==> src/rtl/traffic_phase_arbiter_if.sv <==
// Light/call bus between the intersection arbiter and the board lamp/button logic.
// master: drives call buttons, observes lamps. slave: the arbiter.
interface traffic_phase_arbiter_if;
  logic       req_ns;
  logic       req_ew;
  logic       req_ped;
  logic [5:0] light_out;  // {ns_g, ns_y, ns_r, ew_g, ew_y, ew_r}
  logic       walk;
  logic [2:0] pending;    // {ped, ew, ns}

  modport master (output req_ns, req_ew, req_ped, input light_out, walk, pending);
  modport slave  (input req_ns, req_ew, req_ped, output light_out, walk, pending);
endinterface

==> src/rtl/traffic_phase_arbiter.sv <==
// Request-driven phase scheduler for a two-road intersection.
// Latches NS/EW/pedestrian calls, grants them round-robin and sequences
// green, yellow, all-red and walk intervals on a tick prescaler.
// Optional pedestrian phase: define PED_PHASE_EN to enable it.
module traffic_phase_arbiter #(
  parameter int unsigned TICK_DIV  = 50000000,
  parameter int unsigned GREEN_MIN = 8,
  parameter int unsigned YELLOW_T  = 3,
  parameter int unsigned ALLRED_T  = 2,
  parameter int unsigned PED_T     = 5
) (
  input logic                    clock,
  input logic                    reset,
  traffic_phase_arbiter_if.slave bus
);

  localparam int unsigned    PW         = $clog2(TICK_DIV);
  localparam logic [PW-1:0]  PRESC_MAX  = PW'(TICK_DIV - 1);
  localparam logic [7:0]     GREEN_MIN8 = 8'(GREEN_MIN);
  localparam logic [7:0]     YELLOW_T8  = 8'(YELLOW_T);
  localparam logic [7:0]     ALLRED_T8  = 8'(ALLRED_T);
  localparam logic [7:0]     PED_T8     = 8'(PED_T);

  localparam logic [5:0] L_NS_G    = 6'b100001;
  localparam logic [5:0] L_NS_Y    = 6'b010001;
  localparam logic [5:0] L_EW_G    = 6'b001100;
  localparam logic [5:0] L_EW_Y    = 6'b001010;
  localparam logic [5:0] L_ALL_RED = 6'b001001;

  typedef enum logic [2:0] {
    NS_G,
    NS_Y,
    EW_G,
    EW_Y,
`ifdef PED_PHASE_EN
    PED_WALK,
`endif
    ALL_RED
  } state_t;

  typedef enum logic [1:0] {PH_NS, PH_EW, PH_PED} phase_t;

  logic [2:0]    req_raw;
  logic [2:0]    sync1_q, sync1_d;
  logic [2:0]    sync2_q, sync2_d;
  logic [2:0]    pending_q, pending_d;
  state_t        state_q, state_d;
  phase_t        last_q, last_d;
  logic [PW-1:0] presc_q, presc_d;
  logic [7:0]    timer_q, timer_d;
  logic [5:0]    light_q, light_d;
  logic          walk_q, walk_d;
  logic          tick;
  logic [7:0]    elapsed;

`ifdef PED_PHASE_EN
  assign req_raw = {bus.req_ped, bus.req_ew, bus.req_ns};
`else
  logic unused_req_ped;
  assign unused_req_ped = bus.req_ped;
  assign req_raw = {1'b0, bus.req_ew, bus.req_ns};
`endif

  // Round-robin pick starting after the last granted phase; NS_G when idle.
  function automatic state_t pick_next(input logic [2:0] p, input phase_t last);
    state_t s;
    s = NS_G;
    case (last)
      PH_NS: begin
        if (p[1]) s = EW_G;
`ifdef PED_PHASE_EN
        else if (p[2]) s = PED_WALK;
`endif
      end
      PH_EW: begin
`ifdef PED_PHASE_EN
        if (p[2]) s = PED_WALK;
        else
`endif
        if (!p[0] && p[1]) s = EW_G;
      end
`ifdef PED_PHASE_EN
      PH_PED: begin
        if (!p[0] && p[1]) s = EW_G;
        else if (!p[0] && !p[1] && p[2]) s = PED_WALK;
      end
`endif
      default: s = NS_G;
    endcase
    return s;
  endfunction

  // Next-state, call latching, interval timing and lamp decode.
  always_comb begin
    sync1_d   = req_raw;
    sync2_d   = sync1_q;
    pending_d = pending_q | sync2_q;
    state_d   = state_q;
    last_d    = last_q;
    tick      = (presc_q == PRESC_MAX);
    elapsed   = (timer_q == 8'hFF) ? timer_q : timer_q + 8'd1;

    case (state_q)
      NS_G: if (tick && elapsed >= GREEN_MIN8 && (pending_q[1] || pending_q[2])) state_d = NS_Y;
      NS_Y: if (tick && elapsed >= YELLOW_T8) state_d = ALL_RED;
      EW_G: if (tick && elapsed >= GREEN_MIN8 && (pending_q[0] || pending_q[2])) state_d = EW_Y;
      EW_Y: if (tick && elapsed >= YELLOW_T8) state_d = ALL_RED;
`ifdef PED_PHASE_EN
      PED_WALK: if (tick && elapsed >= PED_T8) state_d = ALL_RED;
`endif
      ALL_RED: if (tick && elapsed >= ALLRED_T8) state_d = pick_next(pending_q, last_q);
      default: state_d = NS_G;
    endcase

    // A state change restarts the prescaler and timer; entering a green/walk
    // state is the grant, which also swallows a same-cycle synchronized call.
    if (state_d != state_q) begin
      presc_d = '0;
      timer_d = '0;
      case (state_d)
        NS_G: begin
          pending_d[0] = 1'b0;
          last_d       = PH_NS;
        end
        EW_G: begin
          pending_d[1] = 1'b0;
          last_d       = PH_EW;
        end
`ifdef PED_PHASE_EN
        PED_WALK: begin
          pending_d[2] = 1'b0;
          last_d       = PH_PED;
        end
`endif
        default: ;
      endcase
    end else begin
      presc_d = tick ? '0 : presc_q + PW'(1);
      timer_d = tick ? elapsed : timer_q;
    end

    light_d = L_ALL_RED;
    walk_d  = 1'b0;
    case (state_d)
      NS_G: light_d = L_NS_G;
      NS_Y: light_d = L_NS_Y;
      EW_G: light_d = L_EW_G;
      EW_Y: light_d = L_EW_Y;
`ifdef PED_PHASE_EN
      PED_WALK: walk_d = 1'b1;
`endif
      default: light_d = L_ALL_RED;
    endcase
  end

  // State and registered outputs; reset acts immediately.
  always_ff @(posedge clock or negedge reset) begin
    if (!reset) begin
      sync1_q   <= '0;
      sync2_q   <= '0;
      pending_q <= '0;
      state_q   <= NS_G;
      last_q    <= PH_NS;
      presc_q   <= '0;
      timer_q   <= '0;
      light_q   <= L_NS_G;
      walk_q    <= 1'b0;
    end else begin
      sync1_q   <= sync1_d;
      sync2_q   <= sync2_d;
      pending_q <= pending_d;
      state_q   <= state_d;
      last_q    <= last_d;
      presc_q   <= presc_d;
      timer_q   <= timer_d;
      light_q   <= light_d;
      walk_q    <= walk_d;
    end
  end

  assign bus.light_out = light_q;
  assign bus.walk      = walk_q;
  assign bus.pending   = pending_q;

endmodule

==> src/flat_wrapper.sv <==
// flat-port wrapper written by rule: the top's interface ports become plain ports
module traffic_phase_arbiter_flat 
#(
  parameter int unsigned TICK_DIV  = 50000000,
  parameter int unsigned GREEN_MIN = 8,
  parameter int unsigned YELLOW_T  = 3,
  parameter int unsigned ALLRED_T  = 2,
  parameter int unsigned PED_T     = 5
)
  (clock, reset, bus_req_ns, bus_req_ew, bus_req_ped, bus_light_out, bus_walk, bus_pending);
  traffic_phase_arbiter_if bus_i ();
  input logic clock;
  input logic reset;
  input wire logic [$bits(bus_i.req_ns)-1:0] bus_req_ns;
  input wire logic [$bits(bus_i.req_ew)-1:0] bus_req_ew;
  input wire logic [$bits(bus_i.req_ped)-1:0] bus_req_ped;
  output wire logic [$bits(bus_i.light_out)-1:0] bus_light_out;
  output wire logic [$bits(bus_i.walk)-1:0] bus_walk;
  output wire logic [$bits(bus_i.pending)-1:0] bus_pending;
  assign bus_i.req_ns = bus_req_ns;
  assign bus_i.req_ew = bus_req_ew;
  assign bus_i.req_ped = bus_req_ped;
  assign bus_light_out = bus_i.light_out;
  assign bus_walk = bus_i.walk;
  assign bus_pending = bus_i.pending;
  traffic_phase_arbiter #(.TICK_DIV(TICK_DIV), .GREEN_MIN(GREEN_MIN), .YELLOW_T(YELLOW_T), .ALLRED_T(ALLRED_T), .PED_T(PED_T)) u_core (.clock(clock), .reset(reset), .bus(bus_i));
endmodule
==> config.mk <==
export PLATFORM = sky130hd
export DESIGN_NAME = traffic_phase_arbiter_flat
export DESIGN_NICKNAME = d
export VERILOG_FILES = /design/src/rtl/traffic_phase_arbiter_if.sv /design/src/rtl/traffic_phase_arbiter.sv /design/src/flat_wrapper.sv
export SDC_FILE = /design/constraint.sdc
export NUM_CORES = 1
export LEC_CHECK = 0
export CORE_ASPECT_RATIO = 1.4
export CORE_UTILIZATION = 31
export DETAILED_ROUTE_END_ITERATION = 12
export PLACE_DENSITY_LB_ADDON = 0.3
export SETUP_SLACK_MARGIN = 0.4
export SYNTH_ARGS = -nofsm -noshare
export SYNTH_HDL_FRONTEND = slang
export SYNTH_SLANG_ARGS = --single-unit
==> constraint.sdc <==
create_clock -name clock -period 2.64 [get_ports clock]
set_input_delay 0.528 -clock clock [delete_from_list [all_inputs] [get_ports clock]]
set_output_delay 0.528 -clock clock [all_outputs]
set_load 0.005 [all_outputs]
==> flow_metrics.tcl <==
set metrics [dict create \
    outcome "completed" \
    synth-seq-cells 50 \
    cp-start-kind "flip-flop" \
    clock_skew_ns 0.00399 \
    cts-root-buf "clkbuf_8" \
    ys_types 49 \
    nets 297 \
    worstSetupEndpointType "flip-flop" \
    ir_drop_mv 0.191 \
    critPathMaxFanout 5 \
    reg2reg_slack_ns 0.27 \
    grt_pass1_wl_microns 9210 \
    antenna_found_initial 0 \
    r2r.worst_path.cells 6 \
    nFillCells 789 \
    seq_area_frac_synth_pct 49.1 \
    criticalPathCategory "reg2reg" \
    hold_violations 0 \
    yosysTopAreaCellShare_pct 47.1 \
    synth_common_cells "dfrtp_1, nor2_1, nand2_1, xor2_1, nand3_1" \
    clk_latency_ns 0.30 \
    multiInputGateArea_sq_um 1330 \
    final_max_slew_viol_count 0 \
    die_area_sq_um 8610 \
    ys_top_cells_by_area "dfrtp_1, nor2_1, xor2_1" \
    row_count 38 \
    setup_slack_ns 0.271 \
    io_buffers 11 \
    synth_edf_count 0 \
    synth.avg_cell_area_sq_um 9.78 \
    path_clk_slew_ns 0.09 \
    fin_area_sq_um 3060 \
    via_per_inst 5.15 \
    area_delta_synth_final_pct 20.0 \
    antennaDiodeCount 0 \
    fp.dieW_microns 78.7 \
    antenna_left 0 \
    synth_top_flop_cell "dfrtp_1" \
    cts_max_path_buffers 2 \
    track_usage_pct 13.6 \
    via_count 2015 \
    setup_viol 0 \
    setup_tns_ns 0 \
    power_density_nw_per_um2 408 \
    initial_utilization_pct 32.5 \
    fmax_ghz 0.422 \
    rsz0062_at_grt "yes" \
    grt_overflow_total 0 \
    h-tree-depth 2 \
    regArea_sq_um 1260 \
    cts_buffers 5 \
    gp_congestion 0.808 \
    grt_max_degree 23 \
    dp_slack_ns 0.205 \
    dp_hpwl_microns 3830 \
    wirelength_microns 5410 \
    num_io_pins 15 \
    synth.most_common_cell "dfrtp_1" \
    max_stage_delay_ns 0.52 \
    crit_arrival_ns 2.61 \
    cp_slowest_cell "or4_4" \
    wl_per_cell_microns 13.8 \
    final_util_pct 39.0 \
    period_minus_slack_ns 2.37 \
    cp_cell_sequence "or4_4, nand4b_4, nor4_4, or4b_4, a22o_4, and2_4" \
    core_sq_um 7850 \
    cp.required_ns 2.88 \
    ys_warn_count 0 \
    drive_above_1_share_pct 18.9 \
    reg2reg_to "u_core.bus.light_out[5]" \
    hp-class "in2async" \
    yosys.area.top_type "dfrtp_1" \
    dr.pass1.iters 4 \
    syn_inst 261 \
    cts_tree "done" \
    async_reset_ff_share_pct 100 \
    drv_cap 0 \
    placed_area_sq_um 2830 \
    first_iter_violations 83 \
    grt_pass1_vias 1995 \
    synth_area_sq_um 2550 \
    fin_crit_sh_pct 89.7 \
    clkSinkCount 50 \
    cts_hold_buf 0 \
    worstReg2RegStart "u_core.presc_q[9]" \
    drc 0 \
    p_leak_nw 1.40 \
    die_h_microns 109 \
]
-- worst max path at each step --
stage                           start                      end  slack, ns  cells after the start
floorplan           u_core.presc_q[0]  u_core.bus.light_out[5]       0.38                      7
global placement    u_core.presc_q[0]  u_core.bus.light_out[5]       0.25                      7
detailed placement  u_core.presc_q[0]  u_core.bus.light_out[5]       0.21                      7
CTS                 u_core.presc_q[9]  u_core.bus.light_out[3]       0.33                      6
global route        u_core.presc_q[9]  u_core.bus.light_out[3]       0.20                      6
finish              u_core.presc_q[9]  u_core.bus.light_out[5]       0.27                      6
-- state kept, by name, summed over array words and instances (netlist names) --
register,count
u_core.sync2_q,2
u_core.bus.pending,2
u_core.timer_q,8
u_core.bus.light_out,6
u_core.state_q,3
u_core.last_q,1
u_core.presc_q,26
u_core.sync1_q,2
-- cells by family (layout without fill, tap and decap cells) --
group           Yosys count  count (layout)  share of synthesized area, %
xor+xnor                 23              23                          7.89
simple gates            135             135                          29.3
other cells               1               2                         0.147
fa+ha+maj                 2               2                         0.980
compound gates           34              34                          8.82
mux                       4               4                          1.57
buf+inv                  12              41                          2.16
flops                    50              50                          49.1
-- cell type report --
class                   count  area share [%]
clock buffers               7            2.82
clock inverters             1           0.163
inverters                   3           0.368
multi-input cells         200            43.3
flip-flops and latches     50            41.0
well taps                 100            4.08
repair buffers             30            8.21
-- metrics by stage --
stage          cells  power [W]  hold slack [ns]
6_report         391    0.00125            0.120
5_1_grt          391    0.00130            0.131
4_1_cts          388    0.00127            0.125
3_5_place_dp     375   0.000807            0.335
3_3_place_gp     375   0.000806            0.333
2_1_floorplan    262   0.000787            0.232
-- where the power goes --
| group | switching [W] | total [W] | leakage, nW | internal, W |
|---|---|---|---|---|
| sequential | 0.000000616 | 0.000769 | 0.654 | 0.000768 |
| combinational | 0.0000159 | 0.0000209 | 0.695 | 0.00000502 |
| clock | 0.000249 | 0.000461 | 0.0482 | 0.000212 |
-- per-layer routing --
metal  up-vias  global-route usage (%)  share of wire, %  routed length (microns)
li1        977                       -                 -                        -
met4         0                    4.50               1.5                       79
met5         -                       0                 0                        0
met1      1011                    15.0                42                     2280
met2        18                    25.7                55                     2960
met3         9                    2.74               1.6                       89
-- what timing repair did --
| action | CTS | global route |
|---|---|---|
| endpoints found under the hold margin | 0 | 0 |
| endpoints found under the setup margin | 14 | 17 |
| pin swaps | 1 | 4 |
| buffers inserted | 5 | 3 |
| gates resized for setup | 7 | 12 |
-- cell usage in the layout, fill, tap and decap left out, drive strengths merged, types with 4 or more instances in the layout --
cell type	count
and3	9
nand4	6
a211oi	5
a21oi	9
and2	5
dfrtp	48
nand3	11
nor2	36
nor2b	5
clkbuf	7
mux2i	4
xor2	14
nor4	4
nor3	9
and4	4
xnor2	9
nand2	25
clkdlybuf4s50	10
o21ai	6
buf	20
-- critical path, delay by kind of cell, from the launching register on --
kind	cells	cell delay, ns
and+or+nand+nor	5	1.62
DFF	1	0.42
AOI/OAI and AO/OA	1	0.26
(Power assumes the default switching activity.)
